===== src/rtl/systolic_controller.sv =====
// Systolic-array controller: weight load, activation streaming, skewed valids and drain tracking.
// Optional job cycle counter compiled in with `define SYSTOLIC_CTRL_PERF_EN.
module systolic_controller #(
    parameter int N      = 2,
    parameter int ADDR_W = 8
) (
    input  logic              clk,
    input  logic              reset_n,
    input  logic              start,
    input  logic              abort,
    input  logic [ADDR_W-1:0] num_rows,
    input  logic [ADDR_W-1:0] w_base,
    input  logic [ADDR_W-1:0] a_base,
    output logic              busy,
    output logic              done,
    output logic              load_weight,
    output logic [ADDR_W-1:0] w_addr,
    output logic              a_rd_en,
    output logic [ADDR_W-1:0] a_addr,
    output logic [N-1:0]      valid,
    output logic              out_valid,
    output logic [ADDR_W-1:0] out_addr,
    output logic [15:0]       perf_cycles
);

    localparam int PIPE_W = 2 * N - 1;
    localparam int DR_W   = $clog2(2 * N) + 1;
    localparam int CNT_W  = (ADDR_W + 1 > DR_W) ? ADDR_W + 1 : DR_W;

    localparam logic [2:0] IDLE   = 3'd0;
    localparam logic [2:0] LOAD_W = 3'd1;
    localparam logic [2:0] STREAM = 3'd2;
    localparam logic [2:0] DRAIN  = 3'd3;
    localparam logic [2:0] DONE   = 3'd4;

    logic [2:0]        state_r;
    logic [2:0]        state_s;
    logic [CNT_W-1:0]  idx_r;
    logic [CNT_W-1:0]  idx_s;
    logic [ADDR_W-1:0] rows_r;
    logic [ADDR_W-1:0] w_base_r;
    logic [ADDR_W-1:0] a_base_r;
    logic [ADDR_W-1:0] ocnt_r;
    logic [PIPE_W-1:0] pipe_r;
    logic              accept_s;
    logic              kill_s;
    logic              lw_s;
    logic              ard_s;
    logic              ov_s;

    // Abort only matters once a job is running; start is only honoured in IDLE.
    always_comb begin
        accept_s = (state_r == IDLE) && start;
        kill_s   = (state_r != IDLE) && abort;
        lw_s     = (state_r == LOAD_W) && !kill_s;
        ard_s    = (state_r == STREAM) && !kill_s;
        ov_s     = pipe_r[PIPE_W-1] && !kill_s;
    end

    // Next-state and phase counter; idx counts edges spent in the current phase.
    always_comb begin
        state_s = state_r;
        idx_s   = idx_r;
        case (state_r)
            IDLE: begin
                if (start) begin
                    state_s = LOAD_W;
                    idx_s   = {CNT_W{1'b0}};
                end else begin
                    state_s = IDLE;
                end
            end
            LOAD_W: begin
                if (idx_r == CNT_W'(N - 1)) begin
                    idx_s   = {CNT_W{1'b0}};
                    state_s = (rows_r == {ADDR_W{1'b0}}) ? DONE : STREAM;
                end else begin
                    idx_s = idx_r + CNT_W'(1);
                end
            end
            STREAM: begin
                if (idx_r + CNT_W'(1) == CNT_W'(rows_r)) begin
                    idx_s   = {CNT_W{1'b0}};
                    state_s = DRAIN;
                end else begin
                    idx_s = idx_r + CNT_W'(1);
                end
            end
            DRAIN: begin
                // The last activation needs 2N more edges to leave the array.
                if (idx_r == CNT_W'(2 * N - 1)) begin
                    idx_s   = {CNT_W{1'b0}};
                    state_s = DONE;
                end else begin
                    idx_s = idx_r + CNT_W'(1);
                end
            end
            DONE: begin
                state_s = IDLE;
            end
            default: begin
                state_s = IDLE;
                idx_s   = {CNT_W{1'b0}};
            end
        endcase
        if (kill_s) begin
            state_s = IDLE;
            idx_s   = {CNT_W{1'b0}};
        end else begin
            state_s = state_s;
        end
    end

    // State, latched job parameters and all registered outputs.
    always_ff @(posedge clk or negedge reset_n) begin
        if (!reset_n) begin
            state_r     <= IDLE;
            idx_r       <= {CNT_W{1'b0}};
            rows_r      <= {ADDR_W{1'b0}};
            w_base_r    <= {ADDR_W{1'b0}};
            a_base_r    <= {ADDR_W{1'b0}};
            ocnt_r      <= {ADDR_W{1'b0}};
            pipe_r      <= {PIPE_W{1'b0}};
            busy        <= 1'b0;
            done        <= 1'b0;
            load_weight <= 1'b0;
            w_addr      <= {ADDR_W{1'b0}};
            a_rd_en     <= 1'b0;
            a_addr      <= {ADDR_W{1'b0}};
            out_valid   <= 1'b0;
            out_addr    <= {ADDR_W{1'b0}};
        end else begin
            state_r <= state_s;
            idx_r   <= idx_s;
            if (accept_s) begin
                rows_r   <= num_rows;
                w_base_r <= w_base;
                a_base_r <= a_base;
                ocnt_r   <= {ADDR_W{1'b0}};
            end else if (ov_s) begin
                ocnt_r <= ocnt_r + ADDR_W'(1);
            end
            busy        <= (state_r != IDLE) && !kill_s;
            done        <= (state_r == DONE) && !kill_s;
            load_weight <= lw_s;
            w_addr      <= lw_s ? w_base_r + ADDR_W'(idx_r) : {ADDR_W{1'b0}};
            a_rd_en     <= ard_s;
            a_addr      <= ard_s ? a_base_r + ADDR_W'(idx_r) : {ADDR_W{1'b0}};
            // Tap r of this shift line is a_rd_en delayed by r+1 edges.
            pipe_r      <= kill_s ? {PIPE_W{1'b0}} : ((pipe_r << 1) | PIPE_W'(a_rd_en));
            out_valid   <= ov_s;
            out_addr    <= ov_s ? ocnt_r : {ADDR_W{1'b0}};
        end
    end

    assign valid = pipe_r[N-1:0];

`ifdef SYSTOLIC_CTRL_PERF_EN
    logic [15:0] perf_r;

    // Counts busy cycles of the current job, saturating, held until the next start.
    always_ff @(posedge clk or negedge reset_n) begin
        if (!reset_n) begin
            perf_r <= 16'h0000;
        end else if (accept_s) begin
            perf_r <= 16'h0000;
        end else if ((state_r != IDLE) && !kill_s && (perf_r != 16'hFFFF)) begin
            perf_r <= perf_r + 16'h0001;
        end
    end

    assign perf_cycles = perf_r;
`else
    assign perf_cycles = 16'h0000;
`endif

endmodule


===== config.mk =====
export PLATFORM = sky130hd
export DESIGN_NAME = systolic_controller
export DESIGN_NICKNAME = d
export VERILOG_FILES = /design/src/rtl/systolic_controller.sv
export SDC_FILE = /design/constraint.sdc
export NUM_CORES = 1
export LEC_CHECK = 0
export ABC_CLOCK_PERIOD_IN_PS = 2600
export CAP_MARGIN = 20
export CORE_ASPECT_RATIO = 0.7
export CORE_UTILIZATION = 47
export CTS_CLUSTER_SIZE = 30
export DETAILED_ROUTE_END_ITERATION = 16
export PLACE_DENSITY = 0.85
export SYNTH_ARGS = -nofsm -noshare
export SYNTH_HDL_FRONTEND = slang
export SYNTH_SLANG_ARGS = --single-unit

===== constraint.sdc =====
create_clock -name clk -period 2.6 [get_ports clk]
set_clock_uncertainty 0.05 [all_clocks]
set_input_delay 0.26 -clock clk [delete_from_list [all_inputs] [get_ports clk]]
set_output_delay 0.26 -clock clk [all_outputs]
set_load 0.01 [all_outputs]

======== Yosys cells after proc, flatten, opt, wreduce, memory -nomap -nowiden ========
Index checks and enable logic that the tools add are counted.
operators by class
  add/subtract/negate cells ............... 4
  eq/ne operators ......................... 12
  muxes and demuxes ....................... 19
  bitwise gates (word level) .............. 1
  reduce and logical (&&, ||, !) cells .... 14
operator list
  cell                                                                    number
  9-bit two-way mux                                                       5
  9-bit case mux with 5 select lines                                      1
  8-bit two-way mux                                                       5
  3-bit two-way mux                                                       6
  8-bit adder                                                             2
  3-bit case mux with 4 select lines                                      1
  9-bit by 1-bit adder with 9-bit output (second input constant)          1
  9-bit by 1-bit equality test with 1-bit output (second input constant)  1
  9-bit by 2-bit equality test with 1-bit output (second input constant)  1
  9-bit by 8-bit equality test with 1-bit output                          1
  8-bit by 1-bit adder with 8-bit output (second input constant)          1
  8-bit logical NOT                                                       1
  1-bit logical AND                                                       7
  3-bit by 2-bit equality test with 1-bit output (second input constant)  2
  3-bit by 2-bit != test with 1-bit output (second input constant)        2
  3-bit != test (second input constant)                                   2
  3-bit by 1-bit equality test with 1-bit output (second input constant)  1
  3-bit equality test (second input constant)                             1
  3-bit logical NOT                                                       1
  3-bit by 1-bit OR with 3-bit output                                     1
  3-bit AND reduction                                                     1
  3-bit nonzero test                                                      1
  2-bit != test (second input constant)                                   1
  2-bit AND reduction                                                     1
  other kinds (3)                                                         3
storage, ports and cells
  register bits ........................... 76
  input port bits ......................... 28
  word-level logic and storage cells ...... 65

======== Logic depth before layout (Yosys ltp) ========
  depth after elaboration ................. 6
  gate-level depth with buffers ........... 10

======== Least setup slack after synthesis ========
Ideal clock, no wire load.
  path kind ............................... register to register
  from .................................... register idx_r[1]
  to ...................................... register idx_r[0]
  arrival ................................. 2,502 ps
  path slack .............................. -77 ps
  stages on the path, launching flop included .. 10
  buffers on the path ..................... 2
  clock period less this slack ............ 2,677 ps
  cells stage by stage .................... dfrtp_1 ha_1 and3_1 buf_6 and3_1 or4_4 nor4_4 o21ai_2 buf_6 mux2_2
between the ends
  word-level cells in the longest chain between the ends .. 5
ends and longest elaborated chain
  item                                            line  RTL
  from (decl)                                     38    logic [CNT_W-1:0] idx_r;
  from (signal assigned)                          118   idx_r <= {CNT_W{1'b0}};
  from (signal assigned)                          134   idx_r <= idx_s;
  9-bit by 1-bit adder with 9-bit output          82    if (idx_r + CNT_W'(1) == CNT_W'(rows_r)) begin
  9-bit by 8-bit equality test with 1-bit output  82
  9-bit two-way mux                               82
  9-bit case mux with 5 select lines (*)          64    case (state_r)
  9-bit two-way mux (*)                           106   if (kill_s) begin
Mark *: on every way between the ends. The rest lies on a longest branch, timed or not.
A chain may end at the register's enable or synchronous reset.

======== Worst setup path after layout ========
  from .................................... register idx_r[0]
  to ...................................... register idx_r[5]
between the ends
  word-level cells in the longest chain between the ends .. 5
ends and longest elaborated chain
  item                                            line
  9-bit by 1-bit adder with 9-bit output          --
  9-bit by 8-bit equality test with 1-bit output  82
  9-bit two-way mux                               82
  9-bit case mux with 5 select lines (*)          64
  9-bit two-way mux (*)                           106
Marked as above.

==> impl_results.md <==
- Routed wl met3: 429 microns
- Tcrit/Tclk final: 95.3%
- Yosys reg bits: 76
- Core region area: a little under 8000 sq um
- RSZ-0062 raised after global routing: no
- Commonest non-fill, non-tap cell in the layout: dfrtp_1
- Total GRT Usage: 20.3%
- Leading area contributor after synthesis: dfrtp_1
- Total CTS buffers: 9
- CP endpoint kind: flip-flop
- Max layer used: met4
- Most common cell on crit path: buf_4
- Most frequent cells in the layout: 74 x dfrtp_1, 57 x clkdlybuf4s50_1, 29 x nor2_1
- Largest cells by area after synthesis: dfrtp_1 49%, mux2_2 6.4%, ha_1 5.5%, buf_4 3.7%, xnor2_1 3.2%
- CP arrival: 2640 ps
- Outcome: finished, final reports clean
- Area Growth Syn to Fin: 25.3%
- CTS clk-pin slew, worst paths: about 60 ps
- Largest stage delay, worst path: around 520 ps
- Synth Warn #: 0
- Avg Vias per Cell: approximately 5.2
- Synth async-reset ratio: between 90% and 100%
- DRT antenna net count: 0
- Placed wire-length estimate: roughly 5900 microns
- Worst-path maximum fanout: 5
- Metal-1 WL: between 3000 and 4000 microns
- Die Wd: between 100 and 150 microns
- WL met2: between 3000 and 4000 microns
- Setup TNS: 0 ps
- Maximum number of pins on one net before global-route repair: slightly below 80
- Multi-input gate area: about 1800 sq um
- Io pins: 75
- Total grt overflow: 0
- Fill cells: about 650
- Endpoints failing hold: 0
- CTS tree: yes
- Max Freq: slightly above 0.4 GHz
- First-pass GRT wire length: between 10000 and 15000 microns
- Synth cell types: 49
- Power, Total: about 4500 uW
- Vias in the first global route: roughly 2800
- Storage cell area: 1900 sq um
- Max_cap viols: 0
- Worst-Skew Late Latency: approximately 340 ps
- Crit-path leading delay family: simple AND/OR/NAND/NOR gates
- Post-Syn Area: 3890 sq um
- Setup violators final: 0
- CTS Buffer Depth: 2
- Setup crit end: idx_r[5]
- Hold WC Path Type: reg2reg
- Root Driver: clkbuf_16
- Critical path type: reg2reg
- Mapped Avg Cell Area: 11.0 sq um
- RePlAce Congestion: 0.866
- WP depth: 10
- RR Startpoint: idx_r[0]
- Worst-path cell chain: ha_2 > and3_4 > and3_1 > or4_4 > nor4_4 > o21ai_4 > buf_4 > buf_4 > nand3_1 > mux2i_1
- DRT Wirelength: between 8000 and 9000 microns
- Peak VDD IR: around 0.54 mV
- Antenna diodes: 0
- Buf/Inv on CP: 2
- Drt pass-1 iters: 4
- Fraction of the yosys area taken by sequential cells: 48.9%
- Yosys top cell area share: 48.9%
- # port buffers: 58
- CP startpoint: idx_r[0]
- Die ar.: 8660 sq um
- Post-DR wirelength/cell: roughly 15 microns
- Total Nets Final: between 400 and 500
- Initial Utilization: about half
- Final Critical Period: around 2500 ps
- Post-Syn Instances: approximately 360
- Die H: between 70 and 80 microns
- RR Endpoint: idx_r[5]
- Initial DRC count: 117
- LEAKAGE: around 0.0023 uW
- Initial antenna violation count: 0
- R2r setup slk: 120 ps
- EDFF count, synth: 0
- CTS H-tree depth: 3
- WP data required: around 2800 ps
- # DRC: 0
- Layout cells sized above 1: between 10% and 20%
- Via count: 2748
- TritonCTS Sinks: 76
- Max Slew Vio Count: 0
- P per Cell Area: around 920 nW/um^2
- R2R cell count: 10
- Num rows: 27
- Slowest cell on crit path: or4_4
- Commonest register cell after synthesis: dfrtp_1
- Crit start category: flip-flop
## state kept, by name, indices dropped and copies added, names as in the netlist, 3 cells and up
signal / count
state_r: 3
ocnt_r: 8
w_addr: 8
a_addr: 8
out_addr: 8
a_base_r: 8
pipe_r: 3
w_base_r: 8
rows_r: 8
idx_r: 9
## power by group
part | switching, uW | internal (uW) | leakage, uW
sequential | 257 | 1490 | 0.000996
clock | 442 | 625 | 0.000120
combinational | 787 | 873 | 0.00115
## cells in the mapped netlist, drive strengths merged (3+ instances only)
cell     n
a21o    10
a21oi   14
and2     8
and3    14
buf     24
clkbuf  12
dfrtp   76
ha      17
inv      8
mux2    25
mux2i    4
nand2   14
nand2b   3
nand3   11
nand4    3
nor2    29
nor2b    7
nor3     8
nor4     5
o21ai   11
xnor2   14
xor2    12
## area by class of cell
cell class,count,area share (%)
Clock buffer,10,4.69
Clock inverter,3,0.359
Inverter,8,0.616
Multi-Input combinational cell,250,37.3
Sequential cell,76,39.0
Tap cell,101,2.59
Timing Repair Buffer,79,15.4
## how the worst min path moves through the flow
stage | start | to | slack (ps) | cells past startpoint
finish | a_rd_en | pipe_r[0] | 420 | 1
CTS | a_rd_en | pipe_r[0] | 430 | 1
global placement | reset_n | pipe_r[1] | 270 | 2
global route | a_rd_en | pipe_r[0] | 440 | 1
floorplan | reset_n | a_addr[0] | -90 | 0
detailed placement | reset_n | pipe_r[1] | 280 | 2
## layer usage
metal  GRT usage (%)  up-vias
met5               0        -
met4            8.13        0
met3            6.18       12
met2            32.1       69
met1            26.1     1333
li1                -     1334
## cell families (layout without fill, tap and decap cells)
family / count (synthesis) / in the layout / synth area share, %
AOI/OAI and AO/OA: 50 / 50 / 8.68
xor gates and xnor gates: 26 / 26 / 5.85
adders and majority gates: 19 / 19 / 6.49
buffers and inverters: 44 / 100 / 6.72
DFF: 76 / 76 / 48.9
muxes: 29 / 29 / 8.26
other: 1 / 16 / 0.0963
and+or+nand+nor: 110 / 110 / 15.0
## stage by stage
step           setup WS, ps  hold WS (ps)  utilization [%]  instances  cell area [sq um]
3_3_place_gp            125           270             57.5        510               4560
6_report                122           424             61.4        527               4880
3_5_place_dp           77.2           279             57.5        510               4560
2_1_floorplan          11.4         -85.6                -        370               3950
4_1_cts                52.4           429             60.7        524               4820
5_1_grt                5.10           444             61.4        527               4880
## timing repair
action,4_1_cts,5_1_grt
hold endpoints to repair,76,0
gates resized for setup,0,7
setup endpoints to repair,0,3
buffers inserted,0,3
hold buffers,1,0
(Power assumes the default switching activity.)
